## src/rtl/id_stage_pkg.sv

```systemverilog
// id_stage_pkg: opcode constants, immediate formats and FSM states for the decode stage.
package id_stage_pkg;

    localparam logic [6:0] OP_LUI       = 7'b0110111;
    localparam logic [6:0] OP_AUIPC     = 7'b0010111;
    localparam logic [6:0] OP_JAL       = 7'b1101111;
    localparam logic [6:0] OP_JALR      = 7'b1100111;
    localparam logic [6:0] OP_BRANCH    = 7'b1100011;
    localparam logic [6:0] OP_LOAD      = 7'b0000011;
    localparam logic [6:0] OP_STORE     = 7'b0100011;
    localparam logic [6:0] OP_OP_IMM    = 7'b0010011;
    localparam logic [6:0] OP_OP        = 7'b0110011;
    localparam logic [6:0] OP_MISC_MEM  = 7'b0001111;
    localparam logic [6:0] OP_SYSTEM    = 7'b1110011;
    localparam logic [6:0] OP_OP_IMM_32 = 7'b0011011;
    localparam logic [6:0] OP_OP_32     = 7'b0111011;

    typedef enum logic [2:0] {IMM_Z, IMM_I, IMM_S, IMM_B, IMM_U, IMM_J} imm_t;
    typedef enum logic [1:0] {S_IDLE, S_DECODE, S_WAIT} state_t;

    // The full 7-bit compare also rejects encodings whose inst[1:0] is not 2'b11.
    function automatic logic is_legal(input logic [6:0] op);
        case (op)
            OP_LUI, OP_AUIPC, OP_JAL, OP_JALR, OP_BRANCH, OP_LOAD, OP_STORE,
            OP_OP_IMM, OP_OP, OP_MISC_MEM, OP_SYSTEM, OP_OP_IMM_32, OP_OP_32: return 1'b1;
            default: return 1'b0;
        endcase
    endfunction

    function automatic logic writes_rd(input logic [6:0] op);
        case (op)
            OP_LUI, OP_AUIPC, OP_JAL, OP_JALR, OP_LOAD, OP_OP_IMM,
            OP_OP, OP_OP_IMM_32, OP_OP_32, OP_SYSTEM: return 1'b1;
            default: return 1'b0;
        endcase
    endfunction

    function automatic imm_t imm_sel(input logic [6:0] op);
        case (op)
            OP_LOAD, OP_OP_IMM, OP_OP_IMM_32, OP_JALR, OP_SYSTEM: return IMM_I;
            OP_STORE: return IMM_S;
            OP_BRANCH: return IMM_B;
            OP_LUI, OP_AUIPC: return IMM_U;
            OP_JAL: return IMM_J;
            default: return IMM_Z;
        endcase
    endfunction

endpackage

```

## src/rtl/id_stage_if.sv

```systemverilog
// id_stage_if: fetch, regfile and execute-side signals of the decode stage.
interface id_stage_if;
    logic        id_fetched_req_i;
    logic        id_fetched_ack_o;
    logic [63:0] id_pc_i;
    logic [31:0] id_inst_i;
    logic [4:0]  id_rs1_addr_o;
    logic [4:0]  id_rs2_addr_o;
    logic [63:0] id_rs1_data_i;
    logic [63:0] id_rs2_data_i;
    logic        id_decoded_req_o;
    logic        id_decoded_ack_i;
    logic        id_flush_i;
    logic [63:0] id_pc_o;
    logic [31:0] id_inst_o;
    logic [6:0]  id_opcode_o;
    logic [2:0]  id_funct3_o;
    logic [6:0]  id_funct7_o;
    logic [4:0]  id_rd_addr_o;
    logic        id_rd_wen_o;
    logic [63:0] id_op1_o;
    logic [63:0] id_op2_o;
    logic [63:0] id_imm_o;
    logic        id_illegal_o;

    modport slave (
        input  id_fetched_req_i, id_pc_i, id_inst_i, id_rs1_data_i, id_rs2_data_i,
               id_decoded_ack_i, id_flush_i,
        output id_fetched_ack_o, id_rs1_addr_o, id_rs2_addr_o, id_decoded_req_o,
               id_pc_o, id_inst_o, id_opcode_o, id_funct3_o, id_funct7_o, id_rd_addr_o,
               id_rd_wen_o, id_op1_o, id_op2_o, id_imm_o, id_illegal_o
    );

    modport master (
        output id_fetched_req_i, id_pc_i, id_inst_i, id_rs1_data_i, id_rs2_data_i,
               id_decoded_ack_i, id_flush_i,
        input  id_fetched_ack_o, id_rs1_addr_o, id_rs2_addr_o, id_decoded_req_o,
               id_pc_o, id_inst_o, id_opcode_o, id_funct3_o, id_funct7_o, id_rd_addr_o,
               id_rd_wen_o, id_op1_o, id_op2_o, id_imm_o, id_illegal_o
    );
endinterface

```

## src/rtl/id_imm_gen.sv

```systemverilog
// id_imm_gen: sign-extended 64-bit immediate for each RISC-V instruction format.
module id_imm_gen
    import id_stage_pkg::*;
(
    input  logic [31:0] inst,
    input  imm_t        imm_type,
    output logic [63:0] imm
);
    always_comb
        imm = imm_type == IMM_I ? {{52{inst[31]}}, inst[31:20]} :
              imm_type == IMM_S ? {{52{inst[31]}}, inst[31:25], inst[11:7]} :
              imm_type == IMM_B ? {{51{inst[31]}}, inst[31], inst[7], inst[30:25], inst[11:8], 1'b0} :
              imm_type == IMM_U ? {{32{inst[31]}}, inst[31:12], 12'b0} :
              imm_type == IMM_J ? {{43{inst[31]}}, inst[31], inst[19:12], inst[20], inst[30:21], 1'b0} :
              64'h0;
endmodule

```

## src/rtl/id_stage.sv

```systemverilog
// id_stage: captures a fetched instruction, decodes it in one cycle and holds
// the registered bundle until execute accepts it.
module id_stage
    import id_stage_pkg::*;
(
    input logic       clk,
    input logic       rst,
    id_stage_if.slave bus
);
    state_t      state;
    logic [63:0] pc_q;
    logic [31:0] inst_q;
    logic [63:0] imm;

    id_imm_gen u_imm_gen (
        .inst     (inst_q),
        .imm_type (imm_sel(inst_q[6:0])),
        .imm      (imm)
    );

    assign bus.id_rs1_addr_o = inst_q[19:15];
    assign bus.id_rs2_addr_o = inst_q[24:20];

    always_ff @(posedge clk) begin
        if (rst) begin
            state                <= S_IDLE;
            pc_q                 <= '0;
            inst_q               <= '0;
            bus.id_fetched_ack_o <= 1'b0;
            bus.id_decoded_req_o <= 1'b0;
            bus.id_pc_o          <= '0;
            bus.id_inst_o        <= '0;
            bus.id_opcode_o      <= '0;
            bus.id_funct3_o      <= '0;
            bus.id_funct7_o      <= '0;
            bus.id_rd_addr_o     <= '0;
            bus.id_rd_wen_o      <= 1'b0;
            bus.id_op1_o         <= '0;
            bus.id_op2_o         <= '0;
            bus.id_imm_o         <= '0;
            bus.id_illegal_o     <= 1'b0;
        end else if (bus.id_flush_i) begin
            state                <= S_IDLE;
            bus.id_fetched_ack_o <= 1'b0;
            bus.id_decoded_req_o <= 1'b0;
        end else begin
            bus.id_fetched_ack_o <= 1'b0;
            case (state)
                S_IDLE: if (bus.id_fetched_req_i) begin
                    pc_q                 <= bus.id_pc_i;
                    inst_q               <= bus.id_inst_i;
                    bus.id_fetched_ack_o <= 1'b1;
                    state                <= S_DECODE;
                end
                S_DECODE: begin
                    bus.id_pc_o          <= pc_q;
                    bus.id_inst_o        <= inst_q;
                    bus.id_opcode_o      <= inst_q[6:0];
                    bus.id_funct3_o      <= inst_q[14:12];
                    bus.id_funct7_o      <= inst_q[31:25];
                    bus.id_rd_addr_o     <= inst_q[11:7];
                    bus.id_rd_wen_o      <= writes_rd(inst_q[6:0]) && inst_q[11:7] != 5'd0;
                    bus.id_op1_o         <= bus.id_rs1_data_i;
                    bus.id_op2_o         <= bus.id_rs2_data_i;
                    bus.id_imm_o         <= imm;
                    bus.id_illegal_o     <= !is_legal(inst_q[6:0]);
                    bus.id_decoded_req_o <= 1'b1;
                    state                <= S_WAIT;
                end
                S_WAIT: if (bus.id_decoded_ack_i) begin
                    bus.id_decoded_req_o <= 1'b0;
                    state                <= S_IDLE;
                end
                default: state <= S_IDLE;
            endcase
        end
    end
endmodule

```

## src/flat_wrapper.sv

```systemverilog
// flat-port wrapper written by rule: the top's interface ports become plain ports
module id_stage_flat import id_stage_pkg::*;
  (clk, rst, bus_id_fetched_req_i, bus_id_pc_i, bus_id_inst_i, bus_id_rs1_data_i, bus_id_rs2_data_i, bus_id_decoded_ack_i, bus_id_flush_i, bus_id_fetched_ack_o, bus_id_rs1_addr_o, bus_id_rs2_addr_o, bus_id_decoded_req_o, bus_id_pc_o, bus_id_inst_o, bus_id_opcode_o, bus_id_funct3_o, bus_id_funct7_o, bus_id_rd_addr_o, bus_id_rd_wen_o, bus_id_op1_o, bus_id_op2_o, bus_id_imm_o, bus_id_illegal_o);
  id_stage_if bus_i ();
  input logic clk;
  input logic rst;
  input wire logic [$bits(bus_i.id_fetched_req_i)-1:0] bus_id_fetched_req_i;
  input wire logic [$bits(bus_i.id_pc_i)-1:0] bus_id_pc_i;
  input wire logic [$bits(bus_i.id_inst_i)-1:0] bus_id_inst_i;
  input wire logic [$bits(bus_i.id_rs1_data_i)-1:0] bus_id_rs1_data_i;
  input wire logic [$bits(bus_i.id_rs2_data_i)-1:0] bus_id_rs2_data_i;
  input wire logic [$bits(bus_i.id_decoded_ack_i)-1:0] bus_id_decoded_ack_i;
  input wire logic [$bits(bus_i.id_flush_i)-1:0] bus_id_flush_i;
  output wire logic [$bits(bus_i.id_fetched_ack_o)-1:0] bus_id_fetched_ack_o;
  output wire logic [$bits(bus_i.id_rs1_addr_o)-1:0] bus_id_rs1_addr_o;
  output wire logic [$bits(bus_i.id_rs2_addr_o)-1:0] bus_id_rs2_addr_o;
  output wire logic [$bits(bus_i.id_decoded_req_o)-1:0] bus_id_decoded_req_o;
  output wire logic [$bits(bus_i.id_pc_o)-1:0] bus_id_pc_o;
  output wire logic [$bits(bus_i.id_inst_o)-1:0] bus_id_inst_o;
  output wire logic [$bits(bus_i.id_opcode_o)-1:0] bus_id_opcode_o;
  output wire logic [$bits(bus_i.id_funct3_o)-1:0] bus_id_funct3_o;
  output wire logic [$bits(bus_i.id_funct7_o)-1:0] bus_id_funct7_o;
  output wire logic [$bits(bus_i.id_rd_addr_o)-1:0] bus_id_rd_addr_o;
  output wire logic [$bits(bus_i.id_rd_wen_o)-1:0] bus_id_rd_wen_o;
  output wire logic [$bits(bus_i.id_op1_o)-1:0] bus_id_op1_o;
  output wire logic [$bits(bus_i.id_op2_o)-1:0] bus_id_op2_o;
  output wire logic [$bits(bus_i.id_imm_o)-1:0] bus_id_imm_o;
  output wire logic [$bits(bus_i.id_illegal_o)-1:0] bus_id_illegal_o;
  assign bus_i.id_fetched_req_i = bus_id_fetched_req_i;
  assign bus_i.id_pc_i = bus_id_pc_i;
  assign bus_i.id_inst_i = bus_id_inst_i;
  assign bus_i.id_rs1_data_i = bus_id_rs1_data_i;
  assign bus_i.id_rs2_data_i = bus_id_rs2_data_i;
  assign bus_i.id_decoded_ack_i = bus_id_decoded_ack_i;
  assign bus_i.id_flush_i = bus_id_flush_i;
  assign bus_id_fetched_ack_o = bus_i.id_fetched_ack_o;
  assign bus_id_rs1_addr_o = bus_i.id_rs1_addr_o;
  assign bus_id_rs2_addr_o = bus_i.id_rs2_addr_o;
  assign bus_id_decoded_req_o = bus_i.id_decoded_req_o;
  assign bus_id_pc_o = bus_i.id_pc_o;
  assign bus_id_inst_o = bus_i.id_inst_o;
  assign bus_id_opcode_o = bus_i.id_opcode_o;
  assign bus_id_funct3_o = bus_i.id_funct3_o;
  assign bus_id_funct7_o = bus_i.id_funct7_o;
  assign bus_id_rd_addr_o = bus_i.id_rd_addr_o;
  assign bus_id_rd_wen_o = bus_i.id_rd_wen_o;
  assign bus_id_op1_o = bus_i.id_op1_o;
  assign bus_id_op2_o = bus_i.id_op2_o;
  assign bus_id_imm_o = bus_i.id_imm_o;
  assign bus_id_illegal_o = bus_i.id_illegal_o;
  id_stage u_core (.clk(clk), .rst(rst), .bus(bus_i));
endmodule
```

## config.mk

```make
export PLATFORM = sky130hd
export DESIGN_NAME = id_stage_flat
export DESIGN_NICKNAME = d
export VERILOG_FILES = /design/src/rtl/id_stage_pkg.sv /design/src/rtl/id_stage_if.sv /design/src/rtl/id_imm_gen.sv /design/src/rtl/id_stage.sv /design/src/flat_wrapper.sv
export SDC_FILE = /design/constraint.sdc
export NUM_CORES = 1
export LEC_CHECK = 0
export CAP_MARGIN = 20
export CORE_AREA = 3 3 214 216
export CTS_CLUSTER_DIAMETER = 120
export DETAILED_ROUTE_END_ITERATION = 10
export DIE_AREA = 0 0 217 219
export PLACE_DENSITY = 0.62
export SYNTH_ARGS = -nofsm -noshare
export SYNTH_HDL_FRONTEND = slang
export SYNTH_SLANG_ARGS = --single-unit
```

## constraint.sdc

```tcl
create_clock -name clk -period 5.7 [get_ports clk]
set_clock_uncertainty 0.15 [all_clocks]
set_input_delay 1.71 -clock clk [delete_from_list [all_inputs] [get_ports clk]]
set_output_delay 1.71 -clock clk [all_outputs]
set_load 0.005 [all_outputs]
```

Yosys cells after proc, flatten, opt, wreduce, memory -nomap -nowiden
Cells that the tools add are included.
W data, S select, Z words.
- logic and storage cells: 75
- bits in registers: 412
- output and inout port bits: 324
- reduce and logical (&&, ||, !) cells: 15
- equal/unequal tests: 22
- bitwise logic cells: 2
- muxes and demuxes: 20
- operators with widths (cell ; number):
    $mux W64 ; 5
    $eq A7 B6 Y1 const B ; 4
    $eq A7 B7 Y1 const B ; 4
    $eq A7 B5 Y1 const B ; 3
    $pmux W3 S5 ; 1
    $reduce_or A13 Y1 ; 1
    $mux W1 ; 10
    $reduce_or A10 Y1 ; 1
    $eq A7 B2 Y1 const B ; 1
    $eq A7 B4 Y1 const B ; 1
    $eq A3 B2 Y1 const B ; 2
    $eq A3 B3 Y1 const B ; 2
    $pmux W2 S3 ; 1
    $reduce_and A2 Y1 ; 3
    $reduce_bool A5 Y1 ; 1
    $reduce_or A5 Y1 ; 1
    $mux W2 ; 2
    $ne A2 B2 Y1 const B ; 2
    $reduce_or A2 Y1 ; 2
    $eq A3 B1 Y1 const B ; 1
    $reduce_and A3 Y1 ; 1
    $reduce_or A3 Y1 ; 1
    $eq A2 B1 Y1 const B ; 1
    $eq A2 B2 Y1 const B ; 1
    6 further kinds ; 7

Logic depth before layout (Yosys ltp)
- depth after elaboration: 9
- mapped depth: 7
- depth with buffers taken out: 5

By module
Synthesis repeated with hierarchy kept, for this count alone.
- cells, all modules: 1846
- area total of the unflattened synthesis: 14485.1 sq um
- modules (own cells, without submodules) (module ; cells each ; area each (sq um) ; times used):
    id_stage ; 1751 ; 13812.0 ; 1
    id_imm_gen ; 95 ; 673.1 ; 1

Worst setup path after synthesis
Ideal clock, no wire load.
- path type: input -> register
- start: input bus_id_flush_i
- end: register u_core.inst_q[10]
- data arrival time: 2.827 ns
- library setup time: 0.132 ns
- path slack: 2.591 ns
- stages on the path: 7
- cells stage by stage: buf_2 or4b_1 buf_2 buf_6 buf_6 nand2_1 a21oi_1
- word-level cells in the longest chain between the ends: 2
- RTL lines (item ; line ; source):
    start: declaration ; flat_wrapper.sv:13 ; input wire logic [$bits(bus_i.id_flush_i)-1:0] bus_id_flush_i;
    $not A1 Y1 (no source line) ; - ;
    $reduce_and A3 Y1 (no source line) ; - ;
    end signal: assignment ; id_stage.sv:51 ; inst_q <= bus.id_inst_i;
    end: declaration ; id_stage.sv:12 ; logic [31:0] inst_q;
No other way between the ends.
A chain may end at the register's enable or synchronous reset.

Final worst setup path
- start: input bus_id_flush_i
- end: register u_core.bus.id_op1_o[12] (netlist bit)
- word-level cells in the longest chain between the ends: 2
- RTL lines (item ; line ; source):
    $not A1 Y1 (no source line) ; - ;
    $reduce_and A2 Y1 (no source line) ; - ;
    end signal: assignment ; id_stage.sv:63 ; bus.id_op1_o <= bus.id_rs1_data_i;
    end: declaration ; id_stage_if.sv:31 ; id_rd_wen_o, id_op1_o, id_op2_o, id_imm_o, id_illegal_o
No other way between the ends.

==> impl_metrics.tcl <==
set metrics [dict create \
    status "complete, no violations" \
    slew_headroom_pct 36.9 \
    cp_top_family "buffers and inverters" \
    grt_pass1_vias 12200 \
    hold_start "u_core.pc_q[30]$_SDFFE_PP0P_" \
    end_kind "register" \
    cp.depth 5 \
    wl_met1_mm 18.8 \
    rows 77 \
    hold-path-endpoint "u_core.bus.id_pc_o[30]$_SDFFE_PP0P_" \
    cap_violations 0 \
    cts_sinks 358 \
    via_per_inst 4.64 \
    dr.max_layer_used "met5" \
    grt.overflow.total 0 \
    wl_per_cell_um 17.8 \
    die_area_um2 47500 \
    r2r_end "u_core.bus.id_op1_o[12]$_SDFFE_PP0P_" \
    register_area_um2 7170 \
    hold_path_class "reg2reg" \
    path_clk_slew_ns 0.06 \
    post-route-util_pct 45.6 \
    post-place-ws_ns 1.47 \
    synth_edf_count 0 \
    whs_path_depth 2 \
    die_w_um 217 \
    tns_ns 0 \
    multi_input_area_um2 5090 \
    slew_violations 0 \
    crit_arrival_ns 3.96 \
    rrSetupSlack_ns 3.28 \
    ys_ff_latch 358 \
    fmax_ghz 0.274 \
    vias 12800 \
    critical_path.max_fanout 129 \
    globalplace.congestion 0.836 \
    leakage_uw 0.00682 \
    setup_viol 0 \
    finalHoldViolations 0 \
    drc 0 \
    cp_data_required_time_ns 6.00 \
    route.met3.wl_mm 4.81 \
    core_um2 44100 \
    dpl.hpwl_mm 35.1 \
    die_y_um 219 \
    cts_resized 0 \
    numCtsBuffers 42 \
    max-vdd-ir-drop_mv 0.242 \
    drt_pass1_iterations 5 \
    io_pins 553 \
    portBuffers 552 \
    syn_to_final_growth_pct 50.2 \
    r2r-start "u_core.state[1]$_SDFFE_PP0P_" \
    grt_usage_pct 19.4 \
    drive_gt1_share_pct 4.46 \
    fin_crit_ns 3.65 \
    wl_met2_mm 24.2 \
    path_cells "clkdlybuf4s50_1 > or2_4 > buf_12 > nand2_1 > a21oi_1" \
    tritoncts "done" \
    synth_cells 1699 \
    worst_path_max_delay_cell "clkdlybuf4s50_1" \
    nNetsFinal 2350 \
    async_reset_ff_share_pct 0 \
    holdBufCountCts 0 \
    ys_seq_area_share_pct 53.5 \
    slowest_delay_ns 0.72 \
    grt_max_degree 190 \
    synth_warnings 0 \
    synthesis.nets 1928 \
    fill_cells 4452 \
    power.density_nw_per_um2 286 \
    grt_pass1_wl_mm 71.9 \
    yosysUniqueCellTypes 48 \
    crit_buf_inv 2 \
    critPathKind "in2reg" \
    start_util_pct 30.3 \
    clk_latency_ns 0.55 \
    antenna_found_initial 9 \
    first_iter_violations 685 \
    synth_ff_type "dfxtp_1" \
    start_kind "input port" \
    synth.avg_cell_area_um2 7.88 \
    h-tree-depth 2 \
    tightest_slew_ns 0.947 \
    wirelength_mm 49.0 \
    clockBufferDepth 3 \
    reg2reg_depth 5 \
    post-route-period-util_pct 64.1 \
    syn-cell-area_um2 13400 \
    timing.final.ws_setup_ns 2.05 \
    ant_nets 0 \
    root_buffer "clkbuf_16" \
    rsz0062_at_grt "no" \
    cts_setup_buffers 0 \
]
worst register-to-register path: stages, from the launching register on:
cell and delay, ns:
dfxtp_1 0.44, nand2b_1 0.26, or2_4 0.54, buf_12 0.54, nand2_1 0.25, a21oi_1 0.16
flip-flops by register name, summed over array words and instances (netlist names):
signal	flops
u_core.bus.id_funct3_o	2
u_core.bus.id_opcode_o	6
u_core.bus.id_imm_o	32
u_core.bus.id_rd_addr_o	4
u_core.bus.id_op1_o	64
u_core.bus.id_op2_o	64
u_core.bus.id_fetched_ack_o	1
u_core.bus.id_rd_wen_o	1
u_core.inst_q	32
u_core.bus.id_funct7_o	6
u_core.bus.id_illegal_o	1
u_core.state	2
u_core.bus.id_pc_o	64
u_core.bus.id_decoded_req_o	1
u_core.pc_q	64
u_core.bus.id_inst_o	14
cells in the mapped netlist, drive strengths merged, types with 3 or more instances:
| master | n | area [um2] |
|---|---|---|
| nor2b | 3 | 18.8 |
| a21oi | 343 | 1720 |
| mux2 | 4 | 45.0 |
| a211oi | 10 | 75.1 |
| a22o | 3 | 26.3 |
| nor2 | 28 | 113 |
| nand3 | 8 | 40.0 |
| nand2 | 691 | 2590 |
| o21ai | 19 | 98.8 |
| a311oi | 3 | 26.3 |
| buf | 131 | 916 |
| inv | 3 | 11.3 |
| and2 | 4 | 25.0 |
| dfxtp | 358 | 7170 |
| clkbuf | 56 | 210 |
through the flow:
| stage | cells | hold WS (ns) | instance area (um2) | total power (uW) |
|---|---|---|---|---|
| CTS | 2742 | 0.300 | 20100 | 5830 |
| global route | 2748 | 0.320 | 20100 | 5960 |
| global placement | 2668 | 0.287 | 18700 | 3100 |
| floorplan | 1699 | 0.282 | 13400 | 2840 |
| detailed placement | 2668 | 0.294 | 18700 | 3110 |
| finish | 2750 | 0.299 | 20100 | 5740 |
cells by family after synthesis:
group / count (synthesis) / share of synthesized area [%]
buffers and inverters: 190 / 8.50
and+or+nand+nor: 754 / 22.1
AOI/OAI and AO/OA: 393 / 15.5
muxes: 4 / 0.336
DFF: 358 / 53.5
layer usage:
layer | track usage [%] | vias to the layer above
met1 | 21.9 | 5972
met5 | 0 | -
met4 | 6.81 | 4
met2 | 33.5 | 422
li1 | - | 6305
met3 | 7.39 | 58
worst max path at each step:
stage,startpoint,end,slack (ns)
2_1_floorplan,bus_id_flush_i,u_core.inst_q[10]$_SDFFE_PP0P_,2.59
3_3_place_gp,bus_id_flush_i,u_core.pc_q[54]$_SDFFE_PP0P_,1.57
3_5_place_dp,bus_id_flush_i,u_core.inst_q[17]$_SDFFE_PP0P_,1.47
4_1_cts,u_core.bus.id_imm_o[62]$_SDFFE_PP0P_,bus_id_imm_o[60],1.58
5_1_grt,bus_id_flush_i,u_core.pc_q[53]$_SDFFE_PP0P_,1.87
6_report,bus_id_flush_i,u_core.bus.id_op1_o[12]$_SDFFE_PP0P_,2.05
cell usage in the layout, fill, tap and decap left out, drive strengths merged, types with 3 or more instances in the layout:
cell type / netlist / final
bufinv: 0 / 3
buf: 131 / 14
clkinv: 0 / 7
and2: 4 / 4
a21oi: 343 / 343
clkdlybuf4s50: 0 / 551
mux2: 4 / 4
nor2: 28 / 28
nand3: 8 / 8
clkbuf: 56 / 61
o21ai: 19 / 19
nor2b: 3 / 3
dfxtp: 358 / 358
nand2: 691 / 691
a211oi: 10 / 10
inv: 3 / 5
diode: 0 / 7
a22o: 3 / 3
a311oi: 3 / 3
layout make-up:
class	instances	area share (%)
Sequential cell	358	35.6
Timing Repair Buffer	565	28.3
Clock buffer	61	6.18
Inverter	3	0.0560
Tap cell	592	3.68
Multi-Input combinational cell	1151	25.3
Antenna cell	7	0.0871
Clock inverter	13	0.765
where the power goes:
group          switching [uW]  internal [uW]  leakage [uW]
clock network            1050           1650      0.000690
logic                     200            242       0.00324
registers                46.9           2560       0.00290
Power figures use the tool's default switching activity.
